## config.mk

```make
export PLATFORM = sky130hd
export DESIGN_NAME = pwm_duty_ramp
export DESIGN_NICKNAME = d
export VERILOG_FILES = /design/src/rtl/pwm_duty_ramp.sv
export SDC_FILE = /design/constraint.sdc
export NUM_CORES = 1
export LEC_CHECK = 0
export CAP_MARGIN = 20
export CORE_MARGIN = 3
export CORE_UTILIZATION = 45
export DETAILED_ROUTE_END_ITERATION = 7
export GPL_TIMING_DRIVEN = 0
export PLACE_DENSITY = 0.7
export SLEW_MARGIN = 15
export SYNTH_ARGS = -nofsm -noshare
export SYNTH_HDL_FRONTEND = slang
export SYNTH_SLANG_ARGS = --single-unit
```

## constraint.sdc

```tcl
create_clock -name clk -period 7.7 [get_ports clk]
set_input_delay 2.31 -clock clk [delete_from_list [all_inputs] [get_ports clk]]
set_output_delay 2.31 -clock clk [all_outputs]
set_load 0.1 [all_outputs]
```

## src/rtl/pwm_duty_ramp.sv

```systemverilog
// Duty-cycle scheduler for the left/right motor PWM generators.
// Accepts target duty pairs over valid/ready and slews each channel toward
// its target by at most STEP per PWM period. Duties change only on the last
// clk of a period, so every PWM period sees a constant duty. estop forces
// both duties (and the stored targets) to zero.
module pwm_duty_ramp #(
    parameter int DATA_W = 10,
    parameter int STEP   = 8
) (
    input  logic              clk,
    input  logic              rst_n,
    input  logic [DATA_W-1:0] tgt_lft,
    input  logic [DATA_W-1:0] tgt_rght,
    input  logic              tgt_vld,
    output logic              tgt_rdy,
    input  logic              estop,
    output logic [DATA_W-1:0] duty_lft,
    output logic [DATA_W-1:0] duty_rght,
    output logic              ramping,
    output logic              period_tick
);

    localparam logic [1:0] IDLE = 2'd0;
    localparam logic [1:0] RAMP = 2'd1;
    localparam logic [1:0] STOP = 2'd2;

    // Step size at the one-bit-wider signed width used for the differences.
    localparam logic signed [DATA_W:0] STEP_S = (DATA_W + 1)'(STEP);
    localparam logic [DATA_W-1:0]      STEP_U = DATA_W'(STEP);

    logic [1:0]        state;
    logic [1:0]        state_nxt;
    logic [DATA_W-1:0] period_cnt;
    logic [DATA_W-1:0] hold_lft;
    logic [DATA_W-1:0] hold_rght;
    logic [DATA_W-1:0] hold_lft_nxt;
    logic [DATA_W-1:0] hold_rght_nxt;
    logic [DATA_W-1:0] duty_lft_nxt;
    logic [DATA_W-1:0] duty_rght_nxt;
    logic              tick_now;
    logic              accept;

    // Move cur toward tgt by at most STEP. The difference is taken one bit
    // wider and signed, so the clamp can never overshoot or wrap: when the
    // remaining distance is within STEP the result lands exactly on tgt.
    function automatic logic [DATA_W-1:0] step_toward(
        input logic [DATA_W-1:0] cur,
        input logic [DATA_W-1:0] tgt
    );
        logic signed [DATA_W:0] diff;
        diff = $signed({1'b0, tgt}) - $signed({1'b0, cur});
        if (diff > STEP_S)
            step_toward = cur + STEP_U;
        else if (diff < -STEP_S)
            step_toward = cur - STEP_U;
        else
            step_toward = tgt;
    endfunction

    assign tick_now    = &period_cnt;
    assign period_tick = tick_now;
    assign ramping     = (state == RAMP);
    assign accept      = tgt_vld && tgt_rdy;

    // Free-running period counter, kept in lockstep with the PWM generators.
    always_ff @(posedge clk or negedge rst_n) begin
        if (!rst_n)
            period_cnt <= '0;
        else
            period_cnt <= period_cnt + DATA_W'(1);
    end

    // Next-state, duty and holding-register decisions; estop overrides all.
    always_comb begin
        state_nxt     = state;
        duty_lft_nxt  = duty_lft;
        duty_rght_nxt = duty_rght;
        hold_lft_nxt  = hold_lft;
        hold_rght_nxt = hold_rght;
        if (estop) begin
            state_nxt     = STOP;
            duty_lft_nxt  = '0;
            duty_rght_nxt = '0;
            hold_lft_nxt  = '0;
            hold_rght_nxt = '0;
        end else begin
            case (state)
                IDLE: begin
                    // A capture here never steps, even on a tick cycle.
                    if (accept) begin
                        hold_lft_nxt  = tgt_lft;
                        hold_rght_nxt = tgt_rght;
                        if ((tgt_lft != duty_lft) || (tgt_rght != duty_rght))
                            state_nxt = RAMP;
                    end
                end
                RAMP: begin
                    if (tick_now) begin
                        duty_lft_nxt  = step_toward(duty_lft, hold_lft);
                        duty_rght_nxt = step_toward(duty_rght, hold_rght);
                        if ((duty_lft_nxt == hold_lft) && (duty_rght_nxt == hold_rght))
                            state_nxt = IDLE;
                    end
                end
                STOP: begin
                    state_nxt = IDLE;
                end
                default: begin
                    state_nxt = IDLE;
                end
            endcase
        end
    end

    // Control registers: FSM state and the registered ready.
    always_ff @(posedge clk or negedge rst_n) begin
        if (!rst_n) begin
            state   <= IDLE;
            tgt_rdy <= 1'b0;
        end else begin
            state   <= state_nxt;
            tgt_rdy <= (state_nxt == IDLE) && !estop;
        end
    end

    // Duty outputs and accepted targets.
    always_ff @(posedge clk or negedge rst_n) begin
        if (!rst_n) begin
            duty_lft  <= '0;
            duty_rght <= '0;
            hold_lft  <= '0;
            hold_rght <= '0;
        end else begin
            duty_lft  <= duty_lft_nxt;
            duty_rght <= duty_rght_nxt;
            hold_lft  <= hold_lft_nxt;
            hold_rght <= hold_rght_nxt;
        end
    end

endmodule
```

Yosys cells after proc, flatten, opt, wreduce, memory -nomap -nowiden
Cells that the tools add are included.
Widths: inputs -> output; s select.

word-level totals
  bits in registers = 53
  latch bits = 0
  memory bits (writable) = 0
  ROM bits = 0
  word-level logic and storage cells = 65
  memories = 0

cells by class
  add/sub/neg operators = 7
  multipliers = 0
  div/mod/pow operators = 0
  magnitude comparators = 4
  eq/ne operators = 5
  shift operators = 0
  mux-type cells = 28
  bitwise logic cells = 0
  reductions and logical operators = 14

operators by type and width
  operator               count
  $mux 10                22
  $gt 11x5->1 const B    2
  $lt 11x4->1 const B    2
  $sub 10x10->11         2
  $add 10x4->10 const B  2
  $eq 10x10->1           2
  $ne 10x10->1           2
  $sub 10x4->10 const B  2
  $add 10x1->10 const B  1
  $mux 2                 5
  $reduce_and 10->1      1
  $reduce_bool 2->1      4
  $logic_not 2->1        2
  $pmux 2 s2             1
  $reduce_and 2->1       2
  $logic_and 1x1->1      3
  $eq 2x1->1 const B     1
  $logic_not 1->1        1
  $logic_or 1x1->1       1

Logic depth before layout (Yosys ltp)
  depth after elaboration = 15
  mapped depth = 15

Worst setup path before layout
Ideal clock, no wire load.

  path kind = flip-flop to output port
  from = register period_cnt[2]
  to = output period_tick
  data arrival time = 2.268 ns
  required time = 5.390 ns
  path slack = 3.122 ns
  cell stages (with the launch flop) = 5
  buffers on the path = 0
  cells stage by stage = dfrtp_1 -> and2_1 -> and4_1 -> nand3_1 -> nor2_1

on the way
  word-level cells in the longest chain between the ends = 1

RTL lines
  what                    RTL line  RTL
  start, declared         33        logic [DATA_W-1:0] period_cnt;
  start signal, assigned  70        period_cnt <= period_cnt + DATA_W'(1);
  $reduce_and 10->1       60        assign tick_now = &period_cnt;
  end, declared           20        output logic period_tick

No other way between the ends.

Worst setup path in the final report
Ends and elaborated chain as after synthesis.

==> results list <==
- Count of flip-flops with a built-in enable after synthesis: 0
- Detailed Route WL: 13200 µm
- The final critical path takes up 68.3% of the cycle.
- The number of antenna diodes in the final layout is 0.
* Sw Ratio: 34.5%
- IR analysis of the VDD net gives a maximum drop of 0.0622 mV.
- The later pin in the worst-skew pair is clocked with a latency of between 0.3 and 0.4 ns.
- For this run, the leading register cell type out of synthesis is dfrtp_1.
* Die X-Extent: approximately 110 µm
- The detail route stage leaves a number of antenna-violating nets equal to 0.
- Clock-pin slew was measured on the worst setup and hold paths at 0.09 ns.
- Input and output buffers added on the ports amount to 46.
* Number of clock buffers inserted by TritonCTS: 5
- Setup violations remaining at the end of the flow were counted as 0.
* Critical path data required time: approximately 5.4 ns
* Gate Count Post-Synth: between 500 and 600
* Mapped Avg Cell Area: 8.33 µm²
- Final #Nets: 672
- DRT Pass-1 Iters: 5
- Number of vias in the routed layout: 4525
* Global-route usage over all layers: 23.4%
* Worst Setup Path Type: reg2out
- Maximum operating frequency: 0.190 GHz
- Once the floorplan was initialized, standard cells occupied 47.2% of the core.
* Top cells by count, synth: 75 x nand2_1, 53 x dfrtp_1, 47 x xnor2_1
* Path class of the lowest-slack min-delay path: reg2reg
- TritonCTS built the clock tree.
- After detailed routing, the number of vias per cell comes to 5.99.
- Fill cells in the final layout number 975.
- The first global-routing pass estimated 22000 µm of wire.
* Number of violations of the max-capacitance limit: 0
* Die outline height: about 110 µm
* Die area: 11800 µm²
- The flow ran to the end, and the final reports show no timing, DRC or antenna violations.
- Largest cells by area after synthesis: dfrtp_1 28%, xnor2_1 8.7%, ha_1 6.6%
* Number of global-route vias before repair: approximately 4600
* Net Switching: between 0.2 and 0.25 mW
- Share of synthesized registers carrying an async set or reset: 100%
- Share of post-route cells with drive strength above 1: 5.95%
- DRC Markers: 0
- Overflow left after global routing: 0
- In this run the cell area of the synthesized design comes to about 4700 µm².
* Root buf cell: clkbuf_8
- On the final layout, the worst clock skew is 0.0159 ns.
* Buffers inserted by post-CTS timing repair: 0
- Once placement finished, the instance area stood at ~5400 µm².
- Sequential elements use about 28% of the synthesized area.
- The final count of pins violating max slew is 0.
- Post-cts gate resize count: 0
- Dividing the detail-routed wire length by the instance count gives 17.5 µm.
* Count leader, synth: nand2_1
* Sinks on the clock net: 53
* Number of buffers on the longest clock path: 2
- The H-tree was split into 2 levels.
* Unrepaired setup endpoints after global routing: no
- The internal power of the cells totals 0.438 mW.
* Combinational cell fraction of total power: 33.7%
* Slew at the pin closest to its max-slew limit: 0.982 ns
- Along the worst path, the maximum fanout reaches 6.
- Final worst path period need: 5.26 ns
- Clk pwr share: 23.1%
* TNS Setup: 0 ns
- Counting every net in the synthesized netlist gives 618.
* Cell Chain, Critical Path: and2_1 -> and4_1 -> nand3_1 -> nor2_1 -> clkdlybuf4s50_1
- Counting flops and latches in the post-synthesis netlist gives 53.
- In this run, the number of DRC markers left after iteration 0 of detailed routing was 319.
- Endpoint kind of the worst setup timing path: output pin
- Synthesis instantiated between 70 and 80 different standard cells from the library.
- Leakage: 2.19 nW
- Final instance area: about 5400 µm²
- Endpoints failing hold: 0
* Relative area change from synthesis to final layout: 15.3%
- In this run the tightest slew margin relative to its limit is between 30% and 40%.
- The congestion estimate from routability-driven global placement came to 0.950.
- For this design, the CTS-stage hold fixing added 0 buffers.
* Seq pwr share: 43.2%
* Critical Path Start Type: flip-flop
- Count of yosys warnings during synthesis: 0
- DP Wirelength: 10300 µm
- Core ar.: ~10000 µm²
* PD cells: 123 nW/µm²
* Number of antenna violations at the first check in global routing: 0
* Standard cell with the maximum stage delay on the critical path: clkdlybuf4s50_1
* Pin count of the biggest net entering global routing: 34
* Delay of the slowest cell on the worst path: 1.24 ns
* Area fraction of the dominant cell type after synthesis: about 28%
- Measured on the finished design, the core utilization comes to 54.5%.
* Cell Rows: 36
- Data arrival time of the critical path: 2.95 ns
- The biggest area contributor in the post-synthesis netlist is dfrtp_1.
- Number of ports placed on the die boundary: 47
## sequential cells by signal, summed over array words and instances, names as in the netlist
register	cells
duty_rght	10
hold_rght	10
duty_lft	10
hold_lft	10
period_cnt	10
tgt_rdy	1
state	2
## worst paths after layout
| path | startpoint | to | slack, ns | cells after the start |
|---|---|---|---|---|
| setup / recovery | period_cnt[2]$_DFF_PN0_ | period_tick | 2.44 | 5 |
| setup reg to reg | duty_rght[5]$_DFFE_PN0P_ | tgt_rdy$_DFF_PN0_ | 3.46 | 15 |
| min in group asynchronous | rst_n | duty_rght[0]$_DFFE_PN0P_ | 1.95 | 1 |
| max in group asynchronous | rst_n | hold_lft[8]$_DFFE_PN0P_ | 5.18 | 2 |
| hold / removal | period_cnt[8]$_DFF_PN0_ | period_cnt[8]$_DFF_PN0_ | 0.48 | 1 |
| hold reg to reg | period_cnt[8]$_DFF_PN0_ | period_cnt[8]$_DFF_PN0_ | 0.48 | 1 |
## logic make-up after synthesis
logic type                 count (synthesis)  share of synthesized area (%)
and+or+nand+nor                          191                           20.1
AOI/OAI and AO/OA                        158                           24.6
xor gates and xnor gates                  73                           13.5
buffers and inverters                     62                           5.32
DFF                                       53                           28.1
adders and majority gates                 27                           7.47
muxes                                      3                          0.927
## worst max-delay path, delay by kind of cell (launching register included)
kind,cells,cell delay (ns)
buffers and inverters,1,1.24
AND/OR/NAND/NOR,4,1.02
flip-flops,1,0.38
## cells in the final DEF, fill, tap and decap left out, types with 5 or more instances in the layout
cell,Yosys,layout
a2111oi_0,7,7
a211oi_1,7,7
a21o_1,7,7
a21oi_1,38,38
a22o_1,10,10
a31oi_1,6,6
and3_1,6,6
buf_2,5,6
clkbuf_1,20,21
clkbuf_8,0,5
clkdlybuf4s50_1,0,45
dfrtp_1,53,53
ha_1,25,25
inv_1,31,31
nand2_1,75,75
nand2b_1,7,7
nand3_1,17,17
nand4_1,10,10
nor2_1,29,29
nor2b_1,7,7
nor3_1,10,10
nor4_1,7,7
o211ai_1,8,8
o21ai_0,19,19
o221ai_1,6,6
xnor2_1,47,47
xor2_1,26,26
## per-stage QoR
| step | hold WS [ns] | setup WS [ns] | cells | power (mW) |
|---|---|---|---|---|
| finish | 0.478 | 2.44 | 755 | 0.668 |
| global route | 0.497 | 2.32 | 755 | 0.708 |
| detailed placement | 0.460 | 2.78 | 747 | 0.516 |
| global placement | 0.453 | 2.75 | 746 | 0.512 |
| floorplan | 0.438 | 3.12 | 567 | 0.452 |
| CTS | 0.479 | 2.43 | 755 | 0.671 |
## layout make-up
| class | instances | area, µm² | area share [%] |
|---|---|---|---|
| Buffer | 31 | 135 | 2.48 |
| Inverter | 31 | 116 | 2.14 |
| Clock buffer | 6 | 72.6 | 1.33 |
| Multi-Input combinational cell | 452 | 3150 | 57.7 |
| Timing Repair Buffer | 47 | 475 | 8.73 |
| Tap cell | 133 | 166 | 3.05 |
| Clock inverter | 2 | 10.0 | 0.184 |
| Sequential cell | 53 | 1330 | 24.3 |
## power groups by stage
| stage | Clock [mW] | Sequential [mW] | Combinational [mW] |
|---|---|---|---|
| 6_report | 0.154 | 0.289 | 0.225 |
| 3_3_place_gp | 0 | 0.294 | 0.218 |
| 2_1_floorplan | 0 | 0.295 | 0.158 |
| 3_5_place_dp | 0 | 0.294 | 0.222 |
| 4_1_cts | 0.160 | 0.288 | 0.223 |
| 5_1_grt | 0.171 | 0.289 | 0.248 |
## per-layer routing
layer	vias up	share of wire (%)	global-route usage, %
met2	136	49	39.2
li1	2160	-	-
met5	-	0	0
met4	0	4.7	12.9
met3	42	3.7	2.57
met1	2187	43	29.2
(Power assumes the default switching activity.)
